## config.mk

```make
export PLATFORM = sky130hd
export DESIGN_NAME = mem2axi_flat
export DESIGN_NICKNAME = d
export VERILOG_FILES = /design/src/rtl/mem2axi_if.sv /design/src/rtl/mem2axi.sv /design/src/flat_wrapper.sv
export SDC_FILE = /design/constraint.sdc
export NUM_CORES = 1
export LEC_CHECK = 0
export ABC_AREA = 1
export CAP_MARGIN = 25
export CORE_AREA = 4 4 163 165
export DETAILED_ROUTE_END_ITERATION = 10
export DIE_AREA = 0 0 167 169
export GPL_TIMING_DRIVEN = 0
export PLACE_DENSITY = 0.7
export REMOVE_ABC_BUFFERS = 1
export SYNTH_ARGS = -nofsm -noshare
export SYNTH_HDL_FRONTEND = slang
export SYNTH_SLANG_ARGS = --single-unit
```

## constraint.sdc

```tcl
create_clock -name clk -period 3.35 [get_ports clk]
set_input_delay 0.67 -clock clk [delete_from_list [all_inputs] [get_ports clk]]
set_output_delay 0.67 -clock clk [all_outputs]
set_load 0.02 [all_outputs]
```

## src/rtl/mem2axi_if.sv

```systemverilog
// mem2axi_if -- AXI4 bus bundle between the mem2axi bridge and an AXI target.
//
// Parameters: AXI_ADDR_WIDTH, AXI_DATA_WIDTH, AXI_ID_WIDTH.
// Channels:   AW, W, B, AR, R (full AXI4 signal set, 1-bit user fields).
// Modports:   master (initiator side), slave (target side).
interface mem2axi_if #(
   parameter int AXI_ADDR_WIDTH = 32,
   parameter int AXI_DATA_WIDTH = 64,
   parameter int AXI_ID_WIDTH   = 10
);
   logic [AXI_ID_WIDTH-1:0]     aw_id;
   logic [AXI_ADDR_WIDTH-1:0]   aw_addr;
   logic [7:0]                  aw_len;
   logic [2:0]                  aw_size;
   logic [1:0]                  aw_burst;
   logic                        aw_lock;
   logic [3:0]                  aw_cache;
   logic [2:0]                  aw_prot;
   logic [3:0]                  aw_qos;
   logic [3:0]                  aw_region;
   logic                        aw_user;
   logic                        aw_valid;
   logic                        aw_ready;

   logic [AXI_DATA_WIDTH-1:0]   w_data;
   logic [AXI_DATA_WIDTH/8-1:0] w_strb;
   logic                        w_last;
   logic                        w_user;
   logic                        w_valid;
   logic                        w_ready;

   logic [AXI_ID_WIDTH-1:0]     b_id;
   logic [1:0]                  b_resp;
   logic                        b_user;
   logic                        b_valid;
   logic                        b_ready;

   logic [AXI_ID_WIDTH-1:0]     ar_id;
   logic [AXI_ADDR_WIDTH-1:0]   ar_addr;
   logic [7:0]                  ar_len;
   logic [2:0]                  ar_size;
   logic [1:0]                  ar_burst;
   logic                        ar_lock;
   logic [3:0]                  ar_cache;
   logic [2:0]                  ar_prot;
   logic [3:0]                  ar_qos;
   logic [3:0]                  ar_region;
   logic                        ar_user;
   logic                        ar_valid;
   logic                        ar_ready;

   logic [AXI_ID_WIDTH-1:0]     r_id;
   logic [AXI_DATA_WIDTH-1:0]   r_data;
   logic [1:0]                  r_resp;
   logic                        r_last;
   logic                        r_user;
   logic                        r_valid;
   logic                        r_ready;

   modport master (
      output aw_id, aw_addr, aw_len, aw_size, aw_burst, aw_lock, aw_cache,
             aw_prot, aw_qos, aw_region, aw_user, aw_valid,
      input  aw_ready,
      output w_data, w_strb, w_last, w_user, w_valid,
      input  w_ready,
      input  b_id, b_resp, b_user, b_valid,
      output b_ready,
      output ar_id, ar_addr, ar_len, ar_size, ar_burst, ar_lock, ar_cache,
             ar_prot, ar_qos, ar_region, ar_user, ar_valid,
      input  ar_ready,
      input  r_id, r_data, r_resp, r_last, r_user, r_valid,
      output r_ready
   );

   modport slave (
      input  aw_id, aw_addr, aw_len, aw_size, aw_burst, aw_lock, aw_cache,
             aw_prot, aw_qos, aw_region, aw_user, aw_valid,
      output aw_ready,
      input  w_data, w_strb, w_last, w_user, w_valid,
      output w_ready,
      output b_id, b_resp, b_user, b_valid,
      input  b_ready,
      input  ar_id, ar_addr, ar_len, ar_size, ar_burst, ar_lock, ar_cache,
             ar_prot, ar_qos, ar_region, ar_user, ar_valid,
      output ar_ready,
      output r_id, r_data, r_resp, r_last, r_user, r_valid,
      input  r_ready
   );
endinterface

```

## src/rtl/mem2axi.sv

```systemverilog
// mem2axi -- bridges a simple 32-bit core memory port onto a 64-bit AXI4
// initiator. One single-beat transaction is outstanding at a time.
//
// Ports:
//   clk, rst      clock and asynchronous active-high reset
//   mem_req_i     request valid; mem_gnt_o accepts it (combinational, IDLE only)
//   mem_addr_i    word-aligned byte address; addr[2] selects the 32-bit lane
//   mem_we_i      1 = write, 0 = read
//   mem_be_i      write byte enables
//   mem_wdata_i   write data
//   mem_rvalid_o  one-cycle completion pulse for reads and writes
//   mem_rdata_o   read data, valid with mem_rvalid_o
//   mem_err_o     error flag, valid with mem_rvalid_o
//   master        AXI4 initiator port (mem2axi_if.master)
//
// Optional feature: define MEM2AXI_ERR_EN to report SLVERR/DECERR on
// mem_err_o; otherwise mem_err_o is tied low and no response is stored.
module mem2axi #(
   parameter int AXI_ADDR_WIDTH = 32,
   parameter int AXI_DATA_WIDTH = 64,
   parameter int AXI_ID_WIDTH   = 10,
   parameter int AXI_ID         = 0
) (
   input  logic                      clk,
   input  logic                      rst,
   input  logic                      mem_req_i,
   input  logic [AXI_ADDR_WIDTH-1:0] mem_addr_i,
   input  logic                      mem_we_i,
   input  logic [3:0]                mem_be_i,
   input  logic [31:0]               mem_wdata_i,
   output logic                      mem_gnt_o,
   output logic                      mem_rvalid_o,
   output logic [31:0]               mem_rdata_o,
   output logic                      mem_err_o,
   mem2axi_if.master                 master
);
   localparam int HALF = AXI_DATA_WIDTH / 2;

   typedef enum logic [2:0] {IDLE, AR, R_WAIT, AW_W, B_WAIT, RESP} state_t;

   state_t                    state;
   logic [AXI_ADDR_WIDTH-1:0] addr_q;
   logic                      we_q;
   logic [3:0]                be_q;
   logic [31:0]               wdata_q;
   logic                      ar_valid_q;
   logic                      aw_valid_q;
   logic                      w_valid_q;
   logic                      r_ready_q;
   logic                      b_ready_q;
   logic                      rvalid_q;
   logic [31:0]               rdata_q;
`ifdef MEM2AXI_ERR_EN
   logic [1:0]                resp_q;
`endif

   // A write channel counts as finished when it was already handshaken
   // earlier or is handshaking now; both must be finished to leave AW_W.
   logic aw_ok;
   logic w_ok;
   assign aw_ok = !aw_valid_q || master.aw_ready;
   assign w_ok  = !w_valid_q  || master.w_ready;

   assign mem_gnt_o    = (state == IDLE) && mem_req_i && !rst;
   assign mem_rvalid_o = rvalid_q;
   assign mem_rdata_o  = rdata_q;

   always_ff @(posedge clk or posedge rst) begin
      if (rst) begin
         state      <= IDLE;
         addr_q     <= '0;
         we_q       <= 1'b0;
         be_q       <= '0;
         wdata_q    <= '0;
         ar_valid_q <= 1'b0;
         aw_valid_q <= 1'b0;
         w_valid_q  <= 1'b0;
         r_ready_q  <= 1'b0;
         b_ready_q  <= 1'b0;
         rvalid_q   <= 1'b0;
         rdata_q    <= '0;
`ifdef MEM2AXI_ERR_EN
         resp_q     <= '0;
`endif
      end else begin
         case (state)
            IDLE: begin
               if (mem_req_i) begin
                  addr_q  <= mem_addr_i;
                  we_q    <= mem_we_i;
                  be_q    <= mem_be_i;
                  wdata_q <= mem_wdata_i;
                  if (mem_we_i) begin
                     aw_valid_q <= 1'b1;
                     w_valid_q  <= 1'b1;
                     state      <= AW_W;
                  end else begin
                     ar_valid_q <= 1'b1;
                     state      <= AR;
                  end
               end
            end
            AR: begin
               if (master.ar_ready) begin
                  ar_valid_q <= 1'b0;
                  r_ready_q  <= 1'b1;
                  state      <= R_WAIT;
               end
            end
            R_WAIT: begin
               if (master.r_valid && !we_q) begin
                  r_ready_q <= 1'b0;
                  rdata_q   <= addr_q[2] ? master.r_data[AXI_DATA_WIDTH-1:HALF]
                                         : master.r_data[HALF-1:0];
`ifdef MEM2AXI_ERR_EN
                  resp_q    <= master.r_resp;
`endif
                  rvalid_q  <= 1'b1;
                  state     <= RESP;
               end
            end
            AW_W: begin
               if (master.aw_ready) aw_valid_q <= 1'b0;
               if (master.w_ready)  w_valid_q  <= 1'b0;
               if (aw_ok && w_ok) begin
                  b_ready_q <= 1'b1;
                  state     <= B_WAIT;
               end
            end
            B_WAIT: begin
               if (master.b_valid) begin
                  b_ready_q <= 1'b0;
`ifdef MEM2AXI_ERR_EN
                  resp_q    <= master.b_resp;
`endif
                  rvalid_q  <= 1'b1;
                  state     <= RESP;
               end
            end
            RESP: begin
               rvalid_q <= 1'b0;
               state    <= IDLE;
            end
            default: state <= IDLE;
         endcase
      end
   end

   // SLVERR (2'b10) and DECERR (2'b11) both have resp[1] set.
`ifdef MEM2AXI_ERR_EN
   assign mem_err_o = rvalid_q && resp_q[1];
`else
   assign mem_err_o = 1'b0;
`endif

   // Response IDs, last and user fields are deliberately ignored.
   logic unused_ok;
`ifdef MEM2AXI_ERR_EN
   assign unused_ok = ^{master.r_id, master.r_last, master.r_user,
                        master.b_id, master.b_user};
`else
   assign unused_ok = ^{master.r_id, master.r_last, master.r_user, master.r_resp,
                        master.b_id, master.b_user, master.b_resp};
`endif

   assign master.ar_id     = AXI_ID_WIDTH'(AXI_ID);
   assign master.ar_addr   = addr_q;
   assign master.ar_len    = 8'd0;
   assign master.ar_size   = 3'b010;
   assign master.ar_burst  = 2'b01;
   assign master.ar_lock   = 1'b0;
   assign master.ar_cache  = 4'd0;
   assign master.ar_prot   = 3'd0;
   assign master.ar_qos    = 4'd0;
   assign master.ar_region = 4'd0;
   assign master.ar_user   = 1'b0;
   assign master.ar_valid  = ar_valid_q;
   assign master.r_ready   = r_ready_q;

   assign master.aw_id     = AXI_ID_WIDTH'(AXI_ID);
   assign master.aw_addr   = addr_q;
   assign master.aw_len    = 8'd0;
   assign master.aw_size   = 3'b010;
   assign master.aw_burst  = 2'b01;
   assign master.aw_lock   = 1'b0;
   assign master.aw_cache  = 4'd0;
   assign master.aw_prot   = 3'd0;
   assign master.aw_qos    = 4'd0;
   assign master.aw_region = 4'd0;
   assign master.aw_user   = 1'b0;
   assign master.aw_valid  = aw_valid_q;

   // The 32-bit word is replicated on both lanes; the strobe picks the lane.
   assign master.w_data    = {wdata_q, wdata_q};
   assign master.w_strb    = addr_q[2] ? {be_q, 4'b0000} : {4'b0000, be_q};
   assign master.w_last    = 1'b1;
   assign master.w_user    = 1'b0;
   assign master.w_valid   = w_valid_q;
   assign master.b_ready   = b_ready_q;
endmodule

```

## src/flat_wrapper.sv

```systemverilog
// flat-port wrapper written by rule: the top's interface ports become plain ports
module mem2axi_flat 
#(
   parameter int AXI_ADDR_WIDTH = 32,
   parameter int AXI_DATA_WIDTH = 64,
   parameter int AXI_ID_WIDTH   = 10,
   parameter int AXI_ID         = 0
)
  (clk, rst, mem_req_i, mem_addr_i, mem_we_i, mem_be_i, mem_wdata_i, mem_gnt_o, mem_rvalid_o, mem_rdata_o, mem_err_o, master_aw_id, master_aw_addr, master_aw_len, master_aw_size, master_aw_burst, master_aw_lock, master_aw_cache, master_aw_prot, master_aw_qos, master_aw_region, master_aw_user, master_aw_valid, master_aw_ready, master_w_data, master_w_strb, master_w_last, master_w_user, master_w_valid, master_w_ready, master_b_id, master_b_resp, master_b_user, master_b_valid, master_b_ready, master_ar_id, master_ar_addr, master_ar_len, master_ar_size, master_ar_burst, master_ar_lock, master_ar_cache, master_ar_prot, master_ar_qos, master_ar_region, master_ar_user, master_ar_valid, master_ar_ready, master_r_id, master_r_data, master_r_resp, master_r_last, master_r_user, master_r_valid, master_r_ready);
  mem2axi_if #(.AXI_ADDR_WIDTH(AXI_ADDR_WIDTH), .AXI_DATA_WIDTH(AXI_DATA_WIDTH), .AXI_ID_WIDTH(AXI_ID_WIDTH)) master_i ();
  input  logic clk;
  input  logic rst;
  input  logic mem_req_i;
  input  logic [AXI_ADDR_WIDTH-1:0] mem_addr_i;
  input  logic mem_we_i;
  input  logic [3:0] mem_be_i;
  input  logic [31:0] mem_wdata_i;
  output logic mem_gnt_o;
  output logic mem_rvalid_o;
  output logic [31:0] mem_rdata_o;
  output logic mem_err_o;
  output wire logic [$bits(master_i.aw_id)-1:0] master_aw_id;
  output wire logic [$bits(master_i.aw_addr)-1:0] master_aw_addr;
  output wire logic [$bits(master_i.aw_len)-1:0] master_aw_len;
  output wire logic [$bits(master_i.aw_size)-1:0] master_aw_size;
  output wire logic [$bits(master_i.aw_burst)-1:0] master_aw_burst;
  output wire logic [$bits(master_i.aw_lock)-1:0] master_aw_lock;
  output wire logic [$bits(master_i.aw_cache)-1:0] master_aw_cache;
  output wire logic [$bits(master_i.aw_prot)-1:0] master_aw_prot;
  output wire logic [$bits(master_i.aw_qos)-1:0] master_aw_qos;
  output wire logic [$bits(master_i.aw_region)-1:0] master_aw_region;
  output wire logic [$bits(master_i.aw_user)-1:0] master_aw_user;
  output wire logic [$bits(master_i.aw_valid)-1:0] master_aw_valid;
  input wire logic [$bits(master_i.aw_ready)-1:0] master_aw_ready;
  output wire logic [$bits(master_i.w_data)-1:0] master_w_data;
  output wire logic [$bits(master_i.w_strb)-1:0] master_w_strb;
  output wire logic [$bits(master_i.w_last)-1:0] master_w_last;
  output wire logic [$bits(master_i.w_user)-1:0] master_w_user;
  output wire logic [$bits(master_i.w_valid)-1:0] master_w_valid;
  input wire logic [$bits(master_i.w_ready)-1:0] master_w_ready;
  input wire logic [$bits(master_i.b_id)-1:0] master_b_id;
  input wire logic [$bits(master_i.b_resp)-1:0] master_b_resp;
  input wire logic [$bits(master_i.b_user)-1:0] master_b_user;
  input wire logic [$bits(master_i.b_valid)-1:0] master_b_valid;
  output wire logic [$bits(master_i.b_ready)-1:0] master_b_ready;
  output wire logic [$bits(master_i.ar_id)-1:0] master_ar_id;
  output wire logic [$bits(master_i.ar_addr)-1:0] master_ar_addr;
  output wire logic [$bits(master_i.ar_len)-1:0] master_ar_len;
  output wire logic [$bits(master_i.ar_size)-1:0] master_ar_size;
  output wire logic [$bits(master_i.ar_burst)-1:0] master_ar_burst;
  output wire logic [$bits(master_i.ar_lock)-1:0] master_ar_lock;
  output wire logic [$bits(master_i.ar_cache)-1:0] master_ar_cache;
  output wire logic [$bits(master_i.ar_prot)-1:0] master_ar_prot;
  output wire logic [$bits(master_i.ar_qos)-1:0] master_ar_qos;
  output wire logic [$bits(master_i.ar_region)-1:0] master_ar_region;
  output wire logic [$bits(master_i.ar_user)-1:0] master_ar_user;
  output wire logic [$bits(master_i.ar_valid)-1:0] master_ar_valid;
  input wire logic [$bits(master_i.ar_ready)-1:0] master_ar_ready;
  input wire logic [$bits(master_i.r_id)-1:0] master_r_id;
  input wire logic [$bits(master_i.r_data)-1:0] master_r_data;
  input wire logic [$bits(master_i.r_resp)-1:0] master_r_resp;
  input wire logic [$bits(master_i.r_last)-1:0] master_r_last;
  input wire logic [$bits(master_i.r_user)-1:0] master_r_user;
  input wire logic [$bits(master_i.r_valid)-1:0] master_r_valid;
  output wire logic [$bits(master_i.r_ready)-1:0] master_r_ready;
  assign master_aw_id = master_i.aw_id;
  assign master_aw_addr = master_i.aw_addr;
  assign master_aw_len = master_i.aw_len;
  assign master_aw_size = master_i.aw_size;
  assign master_aw_burst = master_i.aw_burst;
  assign master_aw_lock = master_i.aw_lock;
  assign master_aw_cache = master_i.aw_cache;
  assign master_aw_prot = master_i.aw_prot;
  assign master_aw_qos = master_i.aw_qos;
  assign master_aw_region = master_i.aw_region;
  assign master_aw_user = master_i.aw_user;
  assign master_aw_valid = master_i.aw_valid;
  assign master_i.aw_ready = master_aw_ready;
  assign master_w_data = master_i.w_data;
  assign master_w_strb = master_i.w_strb;
  assign master_w_last = master_i.w_last;
  assign master_w_user = master_i.w_user;
  assign master_w_valid = master_i.w_valid;
  assign master_i.w_ready = master_w_ready;
  assign master_i.b_id = master_b_id;
  assign master_i.b_resp = master_b_resp;
  assign master_i.b_user = master_b_user;
  assign master_i.b_valid = master_b_valid;
  assign master_b_ready = master_i.b_ready;
  assign master_ar_id = master_i.ar_id;
  assign master_ar_addr = master_i.ar_addr;
  assign master_ar_len = master_i.ar_len;
  assign master_ar_size = master_i.ar_size;
  assign master_ar_burst = master_i.ar_burst;
  assign master_ar_lock = master_i.ar_lock;
  assign master_ar_cache = master_i.ar_cache;
  assign master_ar_prot = master_i.ar_prot;
  assign master_ar_qos = master_i.ar_qos;
  assign master_ar_region = master_i.ar_region;
  assign master_ar_user = master_i.ar_user;
  assign master_ar_valid = master_i.ar_valid;
  assign master_i.ar_ready = master_ar_ready;
  assign master_i.r_id = master_r_id;
  assign master_i.r_data = master_r_data;
  assign master_i.r_resp = master_r_resp;
  assign master_i.r_last = master_r_last;
  assign master_i.r_user = master_r_user;
  assign master_i.r_valid = master_r_valid;
  assign master_r_ready = master_i.r_ready;
  mem2axi #(.AXI_ADDR_WIDTH(AXI_ADDR_WIDTH), .AXI_DATA_WIDTH(AXI_DATA_WIDTH), .AXI_ID_WIDTH(AXI_ID_WIDTH), .AXI_ID(AXI_ID)) u_core (.clk(clk), .rst(rst), .mem_req_i(mem_req_i), .mem_addr_i(mem_addr_i), .mem_we_i(mem_we_i), .mem_be_i(mem_be_i), .mem_wdata_i(mem_wdata_i), .mem_gnt_o(mem_gnt_o), .mem_rvalid_o(mem_rvalid_o), .mem_rdata_o(mem_rdata_o), .mem_err_o(mem_err_o), .master(master_i));
endmodule
```

# Word level (Yosys, flattened, before mapping)
# Cells that the tools add are included.
word_totals:
  reg_bits: 110
  in_bits: 168
  output_inout_bits: 258
  word_cells: 79
classes:
  n_eq_ne: 14
  muxes: 28
  reduce_logical: 25
ops:
  columns: ["cell", "count"]
  rows:
  - ["32-bit two-way mux", 1]
  - ["3-bit two-way mux", 5]
  - ["3-bit case mux with 5 select lines", 1]
  - ["2-bit inequality test (second input constant)", 7]
  - ["1-bit two-way mux", 13]
  - ["4-bit AND reduction", 3]
  - ["1-bit case mux with 2 select lines", 5]
  - ["3-bit AND reduction", 3]
  - ["8-bit two-way mux", 1]
  - ["2-bit nonzero test", 4]
  - ["3-bit by 2-bit equality test with 1-bit output (second input constant)", 2]
  - ["3-bit equality test (second input constant)", 2]
  - ["5-bit AND reduction", 1]
  - ["1-bit logical AND", 4]
  - ["1-bit zero test", 4]
  - ["2-bit by 1-bit inequality test with 1-bit output (second input constant)", 2]
  - ["2-bit AND reduction", 2]
  - ["3-bit by 1-bit equality test with 1-bit output (second input constant)", 1]
  - ["3-bit zero test", 1]
  - ["1-bit case mux with 3 select lines", 1]
  - ["3-bit nonzero test", 1]
  - ["1-bit logical OR", 2]
  - ["2-bit two-way mux", 1]

# Longest topological paths before layout
logic_depth:
  depth_word: 5
  ltp_mapped: 9
  depth_no_buf: 9

# Worst setup path after synthesis
# No wires, ideal clock.
synth_timing:
  path_type: "input-to-output"
  from: "in mem_req_i"
  to: "out mem_gnt_o"
  t_arrival_ns: 1.394
  required_ns: 2.680
  slack_ns: 1.286
  stages: 5
  path_cell_list: "inv_1 -> nor2_2 -> inv_2 -> clkbuf_1 -> nor2_1"
synth_via:
  elab_chain_cells: 2
synth_rtl:
  columns: ["element", "line_no", "rtl"]
  rows:
  - ["from (decl)", "flat_wrapper.sv:13", "input logic mem_req_i;"]
  - ["1-bit logical AND (2 in series)", "mem2axi.sv:64", "assign mem_gnt_o = (state == IDLE) && mem_req_i && !rst;"]
  - ["to (decl)", "flat_wrapper.sv:18", "output logic mem_gnt_o;"]
# No other way between the ends.

# Worst setup path after layout
layout_timing:
  from: "reg u_core.state[2]"
  to: "out mem_gnt_o"
layout_via:
  elab_chain_cells: 3
layout_rtl:
  columns: ["element", "line_no", "rtl"]
  rows:
  - ["from (decl)", "mem2axi.sv:41", "state_t state;"]
  - ["from (signal assigned)", "mem2axi.sv:70", "state <= IDLE;"]
  - ["from (signal assigned)", "mem2axi.sv:96", "state <= AW_W;"]
  - ["from (signal assigned)", "mem2axi.sv:99", "state <= AR;"]
  - ["3-bit zero test", "mem2axi.sv:64", null]
  - ["1-bit logical AND (2 in series)", "mem2axi.sv:64", null]
# No other way between the ends.

==> results by group <==
Synth
  – Distinct cell type count after synthesis: 22
  – Post-synthesis cell count: around 670
  – Synth Register Bits: 110
  – Synth Warn #: 0
  – Post-synthesis cell area: 5900 um2
  – Seq/Total Area, Yosys: a little under half
  – Synth Area per Inst: around 8.8 um2

CTS
  – CTS resizes: 0
  – # H-tree levels: 3
  – Hold Buf Count CTS: 0
  – Num CTS Buffers: 9
  – Clock Sinks: between 100 and 150
  – Worst skew pair latency: roughly 0.35 ns
  – Clock transition at path regs: ~0.08 ns
  – CTS Buffer Depth: 2
  – CTS Root Cell: clkbuf_16
  – TritonCTS clock tree: built

Route
  – Post-route ant nets: 0
  – Wirelength per Cell: around 14 um
  – Drt drc: 0
  – Vias: roughly 4800
  – Via density: between 3 and 4
  – Routed WL: 18000 um
  – DRT iter0 DRCs: roughly 160
  – Detailed Routing Iterations Pass 1: 4

Status
  – Status: complete, no violations

Timing
  – Worst hold slack: 0.492 ns
  – Slew @ Worst Pin: 0.566 ns
  – Minimum clock period after layout: roughly 3.1 ns
  – Unrepaired setup endpoints after global routing: false
  – Max_slew headroom: 62.2%
  – Hold Violations, Final: 0
  – Fmax: between 300 and 400 MHz
  – Worst Clk Skew: approximately 0.013 ns
  – # setup viols final: 0
  – Period utilization: around 92%
  – Max-slew violations: 0

Critical path
  – Slowest-stage cell, CP: clkdlybuf4s50_1
  – CP Launch Type: flop
  – Critical Path RT: 2.68 ns
  – Crit Path Class: reg -> out
  – CP arrival: ~2.4 ns
  – Worst-path maximum fanout: 31
  – CP cell instances: nor2_2 > nand2_1 > nor2_4 > inv_2 > nor2_1 > clkdlybuf4s50_1
  – Crit. End Element: primary output
  – Crit-path leading delay family: buffers and inverters
  – Worst path bufs/invs: 2
  – Slowest stage delay, CP: 0.63 ns

Power
  – Leakage: around 0.004 uW
  – Psw: approximately 3800 uW
  – Cell-internal power: between 4000 and 5000 uW
  – Sw Ratio: a little over two fifths
  – Overall Power: around 8600 uW
  – Clk pwr share: 12.2%
  – Pwr/cell area: 968 nW/um2
  – Sequential share of power: between 20% and 30%
  – Logic pwr share: 58.7%
  – Peak VDD IR: 0.000523 V

Cells and area
  – Total of fill cells in the finished design: between 2000 and 3000
  – Total Nets Final: around 1100
  – Commonest non-fill, non-tap cell in the layout: clkdlybuf4s50_1
  – Layout cells sized above 1: between 5 and 6%
  – Diodes inserted: 0
  – Syn-to-layout area delta: 50.9%
  – Commonest non-fill, non-tap cells in the layout: clkdlybuf4s50_1 (315), nand2_1 (224), dfrtp_1 (109)
  – Final cell count without fillers: roughly 1200

Placed design
  – Port Buffers: between 300 and 400
  – Number of placed instances, taps included: 1228
  – HPWL Detailed: ~14000 um
  – Gp weighted congestion: 0.816

Floorplanning
  – Rows: 58
  – Core box area: 25000 um2
  – Die area: 28200 um2
  – IO Pins: roughly 430
  – Die height: ~170 um
  – Starting density of the core: 23.6%
  – DIE WIDTH: around 170 um

GRT
  – GRT Total Usage: 12.1%
  – Initial antenna violation count: 1
  – Congestion Overflow GR: 0
  – First-pass GRT wire length: roughly 27000 um
  – Vias in the first global route: between 4000 and 5000
  – Largest net degree at the start of global routing: 77

Worst hold path
  – HP Class: reg -> reg

Run
  – Max_cap viols: 0
==> stage by stage <==
step	setup TNS, ns	utilization (%)	instance area (um2)	setup WS [ns]
floorplan	-25.80	-	4860	-0.683
global placement	-474.30	33.6	8420	-3.63
detailed placement	-0.305	34.4	8610	-0.305
CTS	0	35.6	8900	0.210
global route	0	35.6	8900	0.0986
finish	0	35.6	8900	0.266
==> worst paths after layout <==
kind | start | slack (ns) | end | cells past startpoint
worst min-delay path | u_core.mem_rvalid_o | 0.49 | u_core.mem_rvalid_o | 2
worst max register to register | u_core.state[0] | 1.52 | u_core.mem_rdata_o[18] | 8
worst max-delay path | u_core.state[2] | 0.27 | mem_gnt_o | 6
worst min register to register | u_core.mem_rvalid_o | 0.49 | u_core.mem_rvalid_o | 2
min in group asynchronous | rst | 0.78 | u_core.master.ar_addr[27] | 2
max in group asynchronous | rst | 1.85 | u_core.mem_rdata_o[9] | 3
==> power by group through the flow <==
stage | sequential [uW] | combinational [uW] | clock (uW)
global placement | 2600 | 4920 | 0
floorplan | 3660 | 1260 | 0
global route | 2610 | 5430 | 1160
finish | 2510 | 5060 | 1050
CTS | 2520 | 5140 | 1110
detailed placement | 2520 | 5120 | 0
==> worst register-to-register path: cells and delay by family (launching register included) <==
family / cells / cell delay [ns]
buf+inv: 4 / 0.73
flops: 1 / 0.49
simple gates: 3 / 0.43
compound gates: 1 / 0.12
==> cells in the mapped netlist <==
cell	number	area (um2)
a21boi_0	1	7.51
a21oi_1	16	80.1
a21oi_2	17	149
a22oi_1	1	7.51
buf_2	5	25.0
buf_4	151	1130
buf_6	15	169
clkbuf_1	4	15.0
conb_1	2	7.51
dfrtp_1	110	2750
inv_1	21	78.8
inv_2	2	7.51
mux2i_1	32	320
nand2_1	224	841
nand3_1	11	55.1
nand3b_1	2	15.0
nand4_1	1	6.26
nor2_1	43	161
nor2_2	2	12.5
nor3_2	1	10.0
o21a_1	1	7.51
o21ai_0	7	35.0
==> what timing repair did <==
action / in CTS / in global routing
hold endpoints to repair: 0 / 0
endpoints found under the setup margin: 1 / 0
setup buffers: 1 / 0
==> registers in the layout, summed over array words and instances, names as in the netlist <==
signal	flops
u_core.master.ar_addr	32
u_core.mem_rdata_o	32
u_core.wdata_q	32
u_core.be_q	4
u_core.state	3
u_core.master.ar_valid	1
u_core.master.aw_valid	1
u_core.master.b_ready	1
u_core.master.r_ready	1
u_core.master.w_valid	1
u_core.mem_rvalid_o	1
u_core.we_q	1
==> area by class of cell <==
class                   count  area, um2  area share, %
flip-flops and latches    110       2750           30.9
clock buffers               9        225           2.53
inverters                  23       91.3           1.03
clock inverters             6       53.8          0.604
multi-input cells         442       2030           22.8
repair buffers            324       3330           37.4
well taps                 330        413           4.64
==> routing by layer <==
| metal | global-route usage (%) | up-vias | routed length, um |
|---|---|---|---|
| li1 | - | 2313 | - |
| met1 | 14.2 | 2164 | 7160 |
| met2 | 21.2 | 258 | 9060 |
| met3 | 4.32 | 13 | 1580 |
| met4 | 2.77 | 2 | 158 |
| met5 | 0 | - | 13 |
==> cells by family (layout without fill, tap and decap cells) <==
logic type / Yosys count / after routing / synth area share [%]
AND/OR/NAND/NOR: 284 / 284 / 18.7
buffers and inverters: 198 / 362 / 24.2
flip-flops: 110 / 110 / 46.7
AO/OA/AOI/OAI: 43 / 43 / 4.86
multiplexers: 32 / 32 / 5.43
other: 2 / 83 / 0.127
Power figures use the tool's default switching activity.
